<file path="src/rtl/math_adder_brent_kung_pipe_032_pkg.sv">
// ============================================================================
// math_adder_brent_kung_pipe_032_pkg
// Shared widths and a level-count helper for the 32-bit Brent-Kung adder.
// Revision: 1.0
// ============================================================================
`default_nettype none

package math_adder_brent_kung_pipe_032_pkg;

    localparam int BK_WIDTH = 32;
    localparam int BK_NPG   = BK_WIDTH + 1;

    function automatic int bk_levels(input int w);
        int lv;
        lv = 0;
        while ((1 << lv) < w) lv++;
        return lv;
    endfunction

endpackage

`default_nettype wire

</file>
<file path="src/rtl/math_adder_brent_kung_bitwisepg.sv">
// ============================================================================
// math_adder_brent_kung_bitwisepg
// Bitwise propagate/generate; slot 0 carries the carry-in as a generate.
// Revision: 1.0
// ============================================================================
`default_nettype none

module math_adder_brent_kung_bitwisepg #(
    parameter int N = 32
) (
    input  logic [N-1:0] i_a,
    input  logic [N-1:0] i_b,
    input  logic         i_cin,
    output logic [N:0]   o_p,
    output logic [N:0]   o_g
);

    assign o_p = {i_a ^ i_b, 1'b0};
    assign o_g = {i_a & i_b, i_cin};

endmodule

`default_nettype wire

</file>
<file path="src/rtl/math_adder_brent_kung_grouppg_032.sv">
// ============================================================================
// math_adder_brent_kung_grouppg_032
// Brent-Kung prefix tree over 33 PG slots; o_gg[k] is the carry into bit k.
// Revision: 1.0
// ============================================================================
`default_nettype none

module math_adder_brent_kung_grouppg_032
    import math_adder_brent_kung_pipe_032_pkg::*;
(
    input  logic [BK_NPG-1:0] i_p,
    input  logic [BK_NPG-1:0] i_g,
    output logic [BK_NPG-1:0] o_gg
);

    localparam int W = BK_NPG;
    localparam int L = bk_levels(W);

    logic [W-1:0] w_up_p [0:L];
    logic [W-1:0] w_up_g [0:L];
    logic [W-1:0] w_dn_p [0:L-1];
    logic [W-1:0] w_dn_g [0:L-1];

    assign w_up_p[0] = i_p;
    assign w_up_g[0] = i_g;

    // Up-sweep: node i absorbs its left neighbour span when i+1 is a multiple of 2^(l+1).
    for (genvar l = 0; l < L; l++) begin : g_up
        for (genvar i = 0; i < W; i++) begin : g_bit
            if (((i + 1) % (2 ** (l + 1))) == 0) begin : g_node
                localparam int J = i - 2 ** l;
                assign w_up_g[l+1][i] = w_up_g[l][i] | (w_up_p[l][i] & w_up_g[l][J]);
                assign w_up_p[l+1][i] = w_up_p[l][i] & w_up_p[l][J];
            end else begin : g_pass
                assign w_up_g[l+1][i] = w_up_g[l][i];
                assign w_up_p[l+1][i] = w_up_p[l][i];
            end
        end
    end

    assign w_dn_p[0] = w_up_p[L];
    assign w_dn_g[0] = w_up_g[L];

    // Down-sweep fills the remaining prefixes from already-complete spans.
    for (genvar d = 0; d < L - 1; d++) begin : g_dn
        localparam int LV = L - 2 - d;
        localparam int S  = 2 ** (LV + 1);
        localparam int H  = 2 ** LV;
        for (genvar i = 0; i < W; i++) begin : g_bit
            if ((i >= S) && (((i + 1) % S) == H)) begin : g_node
                assign w_dn_g[d+1][i] = w_dn_g[d][i] | (w_dn_p[d][i] & w_dn_g[d][i-H]);
                assign w_dn_p[d+1][i] = w_dn_p[d][i] & w_dn_p[d][i-H];
            end else begin : g_pass
                assign w_dn_g[d+1][i] = w_dn_g[d][i];
                assign w_dn_p[d+1][i] = w_dn_p[d][i];
            end
        end
    end

    assign o_gg = w_dn_g[L-1];

endmodule

`default_nettype wire

</file>
<file path="src/rtl/math_adder_brent_kung_pipe_032.sv">
// ============================================================================
// math_adder_brent_kung_pipe_032
// Two-stage valid/ready pipelined 32-bit Brent-Kung adder (PG reg, sum reg).
// Revision: 1.0
// ============================================================================
`default_nettype none

module math_adder_brent_kung_pipe_032
    import math_adder_brent_kung_pipe_032_pkg::*;
#(
    parameter int N = BK_WIDTH
) (
    input  logic         i_clk,
    input  logic         i_rst,
    input  logic         i_valid,
    output logic         o_ready,
    input  logic [N-1:0] i_a,
    input  logic [N-1:0] i_b,
    input  logic         i_cin,
    output logic         o_valid,
    input  logic         i_ready,
    output logic [N-1:0] o_sum,
    output logic         o_cout
);

    localparam int NPG = N + 1;

    if (N != BK_WIDTH) begin : g_width_check
        $error("math_adder_brent_kung_pipe_032 supports only N == 32");
    end

    logic [NPG-1:0] w_p;
    logic [NPG-1:0] w_g;
    logic [NPG-1:0] w_gg;
    logic           w_ready_a;
    logic           w_ready_b;

    logic           va_q, va_d;
    logic           vb_q, vb_d;
    logic [NPG-1:0] pa_q, pa_d;
    logic [NPG-1:0] ga_q, ga_d;
    logic [N-1:0]   sum_q, sum_d;
    logic           cout_q, cout_d;

    math_adder_brent_kung_bitwisepg #(.N(N)) u_bitwisepg (
        .i_a   (i_a),
        .i_b   (i_b),
        .i_cin (i_cin),
        .o_p   (w_p),
        .o_g   (w_g)
    );

    math_adder_brent_kung_grouppg_032 u_grouppg (
        .i_p  (pa_q),
        .i_g  (ga_q),
        .o_gg (w_gg)
    );

    // No skid buffer: upstream ready is a combinational function of i_ready.
    assign w_ready_b = ~vb_q | i_ready;
    assign w_ready_a = ~va_q | w_ready_b;
    assign o_ready   = w_ready_a;

    always_comb begin
        va_d   = va_q;
        pa_d   = pa_q;
        ga_d   = ga_q;
        vb_d   = vb_q;
        sum_d  = sum_q;
        cout_d = cout_q;
        if (w_ready_a) begin
            va_d = i_valid;
            pa_d = w_p;
            ga_d = w_g;
        end
        if (w_ready_b) begin
            vb_d   = va_q;
            sum_d  = pa_q[NPG-1:1] ^ w_gg[N-1:0];
            cout_d = w_gg[N];
        end
    end

    always_ff @(posedge i_clk or posedge i_rst) begin
        if (i_rst) begin
            va_q   <= 1'b0;
            pa_q   <= '0;
            ga_q   <= '0;
            vb_q   <= 1'b0;
            sum_q  <= '0;
            cout_q <= 1'b0;
        end else begin
            va_q   <= va_d;
            pa_q   <= pa_d;
            ga_q   <= ga_d;
            vb_q   <= vb_d;
            sum_q  <= sum_d;
            cout_q <= cout_d;
        end
    end

    assign o_valid = vb_q;
    assign o_sum   = sum_q;
    assign o_cout  = cout_q;

endmodule

`default_nettype wire

</file>
<file path="config.mk">
export PLATFORM = sky130hd
export DESIGN_NAME = math_adder_brent_kung_pipe_032
export DESIGN_NICKNAME = d
export VERILOG_FILES = /design/src/rtl/math_adder_brent_kung_pipe_032_pkg.sv /design/src/rtl/math_adder_brent_kung_bitwisepg.sv /design/src/rtl/math_adder_brent_kung_grouppg_032.sv /design/src/rtl/math_adder_brent_kung_pipe_032.sv
export SDC_FILE = /design/constraint.sdc
export NUM_CORES = 1
export LEC_CHECK = 0
export CAP_MARGIN = 20
export CORE_UTILIZATION = 45
export CTS_CLUSTER_SIZE = 10
export DETAILED_ROUTE_END_ITERATION = 10
export PLACE_DENSITY = 0.83
export SYNTH_ARGS = -nofsm -noshare
export SYNTH_HDL_FRONTEND = slang
export SYNTH_HIERARCHICAL = 1
export SYNTH_SLANG_ARGS = --single-unit
</file>
<file path="constraint.sdc">
create_clock -name i_clk -period 3.55 [get_ports i_clk]
set_input_delay 0.5325 -clock i_clk [delete_from_list [all_inputs] [get_ports i_clk]]
set_output_delay 0.5325 -clock i_clk [all_outputs]
set_load 0.05 [all_outputs]
</file>
==> results.ini <==
[worst_hold_path]
hp-class = reg -> reg
hp-start = o_sum[5]$_DFFE_PP0P_
hold_depth = 1

[power_and_ir_drop]
power_mw = 4.12
power.density_nw_per_um2 = 622
p_leak_nw = 3.04
ir_drop_v = 0.000446

[drt]
vias_per_cell = 5.35
firstDrtPassIters = 6
wl_mm = 10.4
remaining_drc_errors = 0
wl_per_cell_um = 16.4
vias = 3405
ant_nets = 0
drtIter0Drc = 116

[job]
drv_cap = 0

[worst_setup_path]
crit_type = reg -> reg
cp-start-kind = register
worstPathMaxFanout = 6
reg2reg_from = pa_q[17]$_DFFE_PP0P_
rrSetupSlack_ns = 1.19
r2r_cells = 7
crit_path_end_kind = register
worstPathArrival_ns = 2.58
required_ns = 3.77
startpoint = pa_q[17]$_DFFE_PP0P_

[timing]
finalSetupTns_ns = 0
rsz0062_at_grt = false
max_freq_ghz = 0.424
hold_ws_ns = 0.505
final_max_slew_viol_count = 0
clock_skew_ns = 0.00678
fin_crit_sh = 0.664
tightest_slew_ns = 0.911
finalSetupViolCount = 0
finalHoldViolCount = 0
relSlewSlack = 0.393
period_needed_ns = 2.36

[clocking]
clock_path_buffers = 2
htreeDepth = 3
cts_root_buffer = clkbuf_16
cts_hold_buf = 0
cts_sinks = 100
path_clk_slew_ns = 0.06
cts_resized = 0
cts_tree = done
post_cts_buffers = 0
cts_buffers = 9
clkLatencyLatePin_ns = 0.34

[synth]
syn_avg_cell_area_um2 = 13.3
synth_area_um2 = 5190
syn_nets = 490
synthCells = 389
synth_warnings = 6

[cells_and_area]
antenna_cells = 0
nets = 593
utilization = 0.600
synthToLayoutAreaGrowth_pct = 27.5
drive_gt1_frac = 0.264
fillers = 899

[floorplan]
die_x_um = 109
start_util = 0.471
core_area_um2 = 11000
ios = 104
rows = 38
die_h_um = 109
dieArea_um2 = 12000

[grt]
grt_first_pass_wirelength_mm = 17.1
grt_pass1_vias = 3559
antenna_found_initial = 0
grt-ovfl-total = 0
grt_max_degree = 58
grt_usage = 0.191

[placed_design]
dp_hpwl_mm = 7.56
place.gp.congestion = 0.737
port_buffers = 103

[outcome]
status = finished, final reports clean

==> sequential cells by signal, summed over array words and instances (netlist names) <==
register  flops
ga_q         33
o_sum        32
pa_q         32
o_cout        1
o_valid       1
va_q          1
==> through the flow <==
stage / setup slack, ns / area, um^2 / cells
floorplan: 0.399 / 5190 / 389
global route: 0.922 / 6620 / 636
global placement: 1.29 / 6330 / 621
finish: 1.19 / 6620 / 636
CTS: 1.20 / 6620 / 636
detailed placement: 1.22 / 6330 / 621
==> worst max-delay path: stages, from the launching register on <==
cell and delay [ns]:
dfrtp_1 0.44, a21oi_1 0.17, o21ai_0 0.23, a21oi_1 0.28, a2bb2oi_1 0.45, a32oi_1 0.22
xor2_1 0.19, mux2_2 0.27
==> cell usage in the layout (no fill, tap or decap), types with 3 or more instances in the layout <==
cell	instances
nor3_1	4
a21o_2	3
nand2b_1	3
mux2_2	80
xor2_1	32
a31oi_1	4
a31o_2	3
clkbuf_16	9
dfrtp_1	100
o21ai_0	10
a21oi_1	13
inv_1	3
and2_1	3
ha_1	32
nand2_1	9
clkdlybuf4s50_1	102
nor2_1	10
mux2_4	18
a21o_1	16
clkbuf_8	4
==> power breakdown <==
| group | switching [mW] | internal, mW |
|---|---|---|
| Sequential | 0.202 | 1.38 |
| Combinational | 0.911 | 0.684 |
| Clock | 0.396 | 0.547 |
==> layout make-up <==
class / instances / area, um^2 / area share
Clock buffer: 14 / 284 / 0.0429
Clock inverter: 1 / 5.00 / 0.000756
Inverter: 5 / 21.3 / 0.00321
Multi-Input combinational cell: 271 / 2570 / 0.387
Sequential cell: 100 / 2500 / 0.378
Tap cell: 140 / 175 / 0.0265
Timing Repair Buffer: 105 / 1070 / 0.161
==> final timing paths <==
check | end
worst max-delay path | o_sum[30]$_DFFE_PP0P_
worst min-delay path | o_sum[5]$_DFFE_PP0P_
worst max register to register | o_sum[30]$_DFFE_PP0P_
worst min register to register | o_sum[5]$_DFFE_PP0P_
max in group asynchronous | pa_q[15]$_DFFE_PP0P_
min in group asynchronous | pa_q[3]$_DFFE_PP0P_
==> metal layers <==
metal  vias up  routed length [um]  global-route usage
met4         0                 162              0.0676
met5         -                   0                   0
met2        85                5080               0.312
met1      1685                4690               0.242
met3        12                 508              0.0528
li1       1623                   -                   -
Note: power is estimated with default switching activity, not from simulation.
==> RTL edit 1: new RTL, same settings <==
`BK_WIDTH`: 32 -> 48.
--- a/src/rtl/math_adder_brent_kung_pipe_032_pkg.sv
+++ b/src/rtl/math_adder_brent_kung_pipe_032_pkg.sv
@@ -7,7 +7,7 @@
 
 package math_adder_brent_kung_pipe_032_pkg;
 
-    localparam int BK_WIDTH = 32;
+    localparam int BK_WIDTH = 48;
     localparam int BK_NPG   = BK_WIDTH + 1;
 
     function automatic int bk_levels(input int w);
Interface: changed (resized i_a, i_b and o_sum); port bits go from 104 to 152. The function was not compared with the original's and may differ.
==> RTL edit 1 against the original RTL <==
Routed wire length is 58% higher; worst setup slack worse by 1.0 ns; global-route usage is 0.19 points lower; sequential cell count is 48 higher; synthesized cell count is 42% higher; non-clock buffer count is 50 higher; cell area is 57% higher; synthesized area is 56% higher; total power is 69% higher; via count is 43% higher; fmax is 30% lower.
==> RTL edit 1: results (changes against the original RTL) <==
[run_status]
status = complete, no violations

[place]
portBuffers = 151  ; +47%
dp_cells = 915  ; +47%
gp_congestion = 0.823  ; +12%
dp_slack_ns = 0.175  ; -1.05 ns
hpwlAfterDp_um = 11400  ; +51%
post_dp_cell_area_mm2 = 0.00970  ; +53%

[finish]
n_all_buffers = 155  ; +48%
drive_gt1_share_pct = 26.2  ; -0.20 points
layout.nonclk_buf_share_pct = 15.3  ; -0.82 points
n_antenna_cell = 0  ; unchanged
seq_cells = 148  ; +48%
inverters_excl_clock = 10  ; +5
nNetsFinal = 858  ; +45%
largest-register = ga_q
multi_input_gates = 377  ; +39%
largest_register_ffs = 49  ; +48%
clk_share_pct = 6.49  ; +2.1 points
regArea_mm2 = 0.00370  ; +48%
clockBufferCount = 22  ; +8
multi_input_area_share_pct = 39.4  ; +0.63 points
fillers = 1308  ; +45%

[critical_path]
path_max_fanout = 4  ; -2
cp_slowest_stage_delay_ns = 0.47  ; +0.02 ns
arrival_ns = 3.67  ; +1.09 ns
crit_slowest_cell = a2111o_1
path_delay_family = compound AO/OA/AOI/OAI gates

[grt]
grt_use_total_pct = 18.9  ; -0.19 points
grt_max_degree = 149  ; +160%
antenna_found_initial = 0  ; unchanged
grt_pass1_wl_um = 26600  ; +55%
grt_pass1_vias = 5146  ; +45%

[clock_tree]
cts_buffers = 17  ; +8
clock_latency_ns = 0.42  ; +0.08 ns
cts_max_level = 4  ; +1
cts_resized = 0  ; unchanged
cts_root_buf = clkbuf_16

[synthesis]
synth_nets = 703  ; +43%
synthCells = 554  ; +42%
synth_area_mm2 = 0.00812  ; +56%

[route]
drtIter0Drc = 207  ; +78%
via_count = 4860  ; +43%
vias_per_cell = 5.14  ; -4.0%
wl_per_cell_um = 17.4  ; +5.9%
drt_pass1_iterations = 4  ; -2

[power]
p_leak_nw = 5.17  ; +70%
ir_drop_mv = 0.410  ; -8.0%
p_per_area_mw_per_mm2 = 671  ; +7.7%

[timing]
clock_skew_ns = 0.00822  ; +0.00144 ns
tightest_slew_ns = 0.811  ; -0.100 ns

-- RTL edit 1: layer usage --
metal | vias up | track usage (%) | routed length, um
li1 | 2302 | - | -
met1 | 2393 | 24.0 | 7360
met2 | 138 | 31.4 | 8130
met3 | 27 | 3.36 | 619
met4 | 0 | 8.09 | 325
met5 | - | 0 | 0
-- RTL edit 1: where the power goes --
group          leakage, nW  total, mW  internal [mW]  switching (mW)
Clock                0.330       2.05           1.37           0.680
Combinational         3.06       2.53           1.19            1.35
Sequential            1.78       2.37           2.05           0.326
-- RTL edit 1: worst paths after layout --
kind                                from        end  slack (ns)  cells past startpoint
worst max-delay path             pa_q[1]  o_sum[46]        0.18                     10
worst max register to register   pa_q[1]  o_sum[46]        0.18                     10
worst min-delay path            o_sum[8]   o_sum[8]        0.51                      1
max in group asynchronous          i_rst    pa_q[6]        2.24                      3
worst min register to register  o_sum[8]   o_sum[8]        0.51                      1
min in group asynchronous          i_rst     o_cout        0.66                      3
==> RTL edit 2: new RTL, config.mk and constraints unchanged <==
Without the edit above. Reset style: synchronous (`i_rst`), changed in one clocked block.
--- a/src/rtl/math_adder_brent_kung_pipe_032.sv
+++ b/src/rtl/math_adder_brent_kung_pipe_032.sv
@@ -80,7 +80,7 @@
         end
     end
 
-    always_ff @(posedge i_clk or posedge i_rst) begin
+    always_ff @(posedge i_clk) begin
         if (i_rst) begin
             va_q   <= 1'b0;
             pa_q   <= '0;
Check against the original RTL: differs if i_rst is asserted again (counterexample within 4 cycles, from zero or initial values and one cycle with i_rst high); with i_rst held inactive, the same outputs for 10 cycles.
==> RTL edit 2 against the original RTL <==
Worst setup slack about the same; routed wire length grew 7.2%; register-to-register slack improved by 0.16 ns; via count is 25% higher; cell area is 4.7% lower; hold slack worse by 0.044 ns; synthesized area down 3.9%; synthesized cell count is 49% higher; sequential cell count did not move; count of clock-buffer cells in the layout down 4; core utilization is 1.8 points lower; largest cell class unchanged.
Power is not compared: it rests on default switching activity, and its combinational part moved more than twofold at a synthesized area within 25%.
==> RTL edit 2: results (changes against the original RTL) <==
[grt]
grt_pass1_wl_um = 18200  ; +6.0%
grt_pass1_vias = 4028  ; +13%
grt_use_total_pct = 19.7  ; +0.66 points
grt_max_degree = 101  ; +74%

[finish]
nNetsFinal = 764  ; +29%
n_antenna_cell = 0  ; unchanged
drive_gt1_share_pct = 14.7  ; -12 points
fin_cells = 808  ; +27%

[critical_path]
arrival_ns = 1.83  ; -0.75 ns
path_max_fanout = 24  ; +18

[clock_tree]
clk_pin_slew_ns = 0.10  ; +0.04 ns
clock_latency_ns = 0.37  ; +0.03 ns
clock_path_buffers = 2  ; unchanged
cts_root_buf = clkbuf_8

[synthesis]
synthCells = 578  ; +49%
synth_nets = 679  ; +39%
yosysWarnings = 6  ; unchanged

[route]
drtIter0Drc = 162  ; +40%
drt_pass1_iterations = 4  ; -2
vias_per_cell = 5.27  ; -1.5%
wl_per_cell_um = 13.8  ; -16%

[timing]
tightest_slew_ns = 0.662  ; -0.249 ns
clock_skew_ns = 0.0106  ; +0.00383 ns

[place]
hpwlAfterDp_um = 7890  ; +4.3%
dp_cells = 791  ; +27%
dp_slack_ns = 1.06  ; -0.166 ns
gp_congestion = 0.812  ; +10%

[run_status]
status = complete, no violations

[power]
p_leak_nw = 2.53

RTL edit 2: per-stage QoR:
step,instance area (um^2),total power [mW],hold slack [ns]
after floorplan,4990,1.66,0.432
after global placement,6020,1.85,0.441
after detailed placement,6020,1.87,0.447
after CTS,6290,2.81,0.460
after global routing,6310,2.91,0.475
final,6310,2.80,0.460
RTL edit 2: report_power, final:
part	internal, mW	leakage [nW]	switching, mW	total (mW)
clock	0.560	0.137	0.391	0.951
sequential	1.20	0.827	0.0770	1.28
combinational	0.258	1.56	0.306	0.564
RTL edit 2: per-layer routing:
metal | vias up | global-route usage, % | wire, um
met5 | - | 0 | 0
met4 | 0 | 8.71 | 219
met3 | 19 | 2.91 | 522
met2 | 107 | 33.7 | 5450
met1 | 1979 | 24.6 | 4990
li1 | 2157 | - | -
RTL edit 2: path summary, 6_finish.rpt:
check	startpoint	to	slack [ns]	cells after the start
worst min-delay path	ga_q[7]	ga_q[7]	0.46	2
worst max-delay path	i_ready	o_ready	1.19	5
worst min register to register	ga_q[7]	ga_q[7]	0.46	2
worst max register to register	pa_q[10]	o_sum[30]	1.35	7
RTL edit 2: worst max-delay path, stage by stage:
cell	delay, ns
clkdlybuf4s50_1	0.48
and3b_2	0.22
clkinv_2	0.04
buf_4	0.27
buf_4	0.26
RTL edit 2: layout make-up:
class	instances	area [um^2]
Fill cell	966	4530
Inverter	5	20.0
Clock inverter	6	134
Tap cell	140	175
Timing Repair Buffer	109	1080
Sequential cell	100	2000
Clock buffer	10	138
Multi-Input combinational cell	438	2760
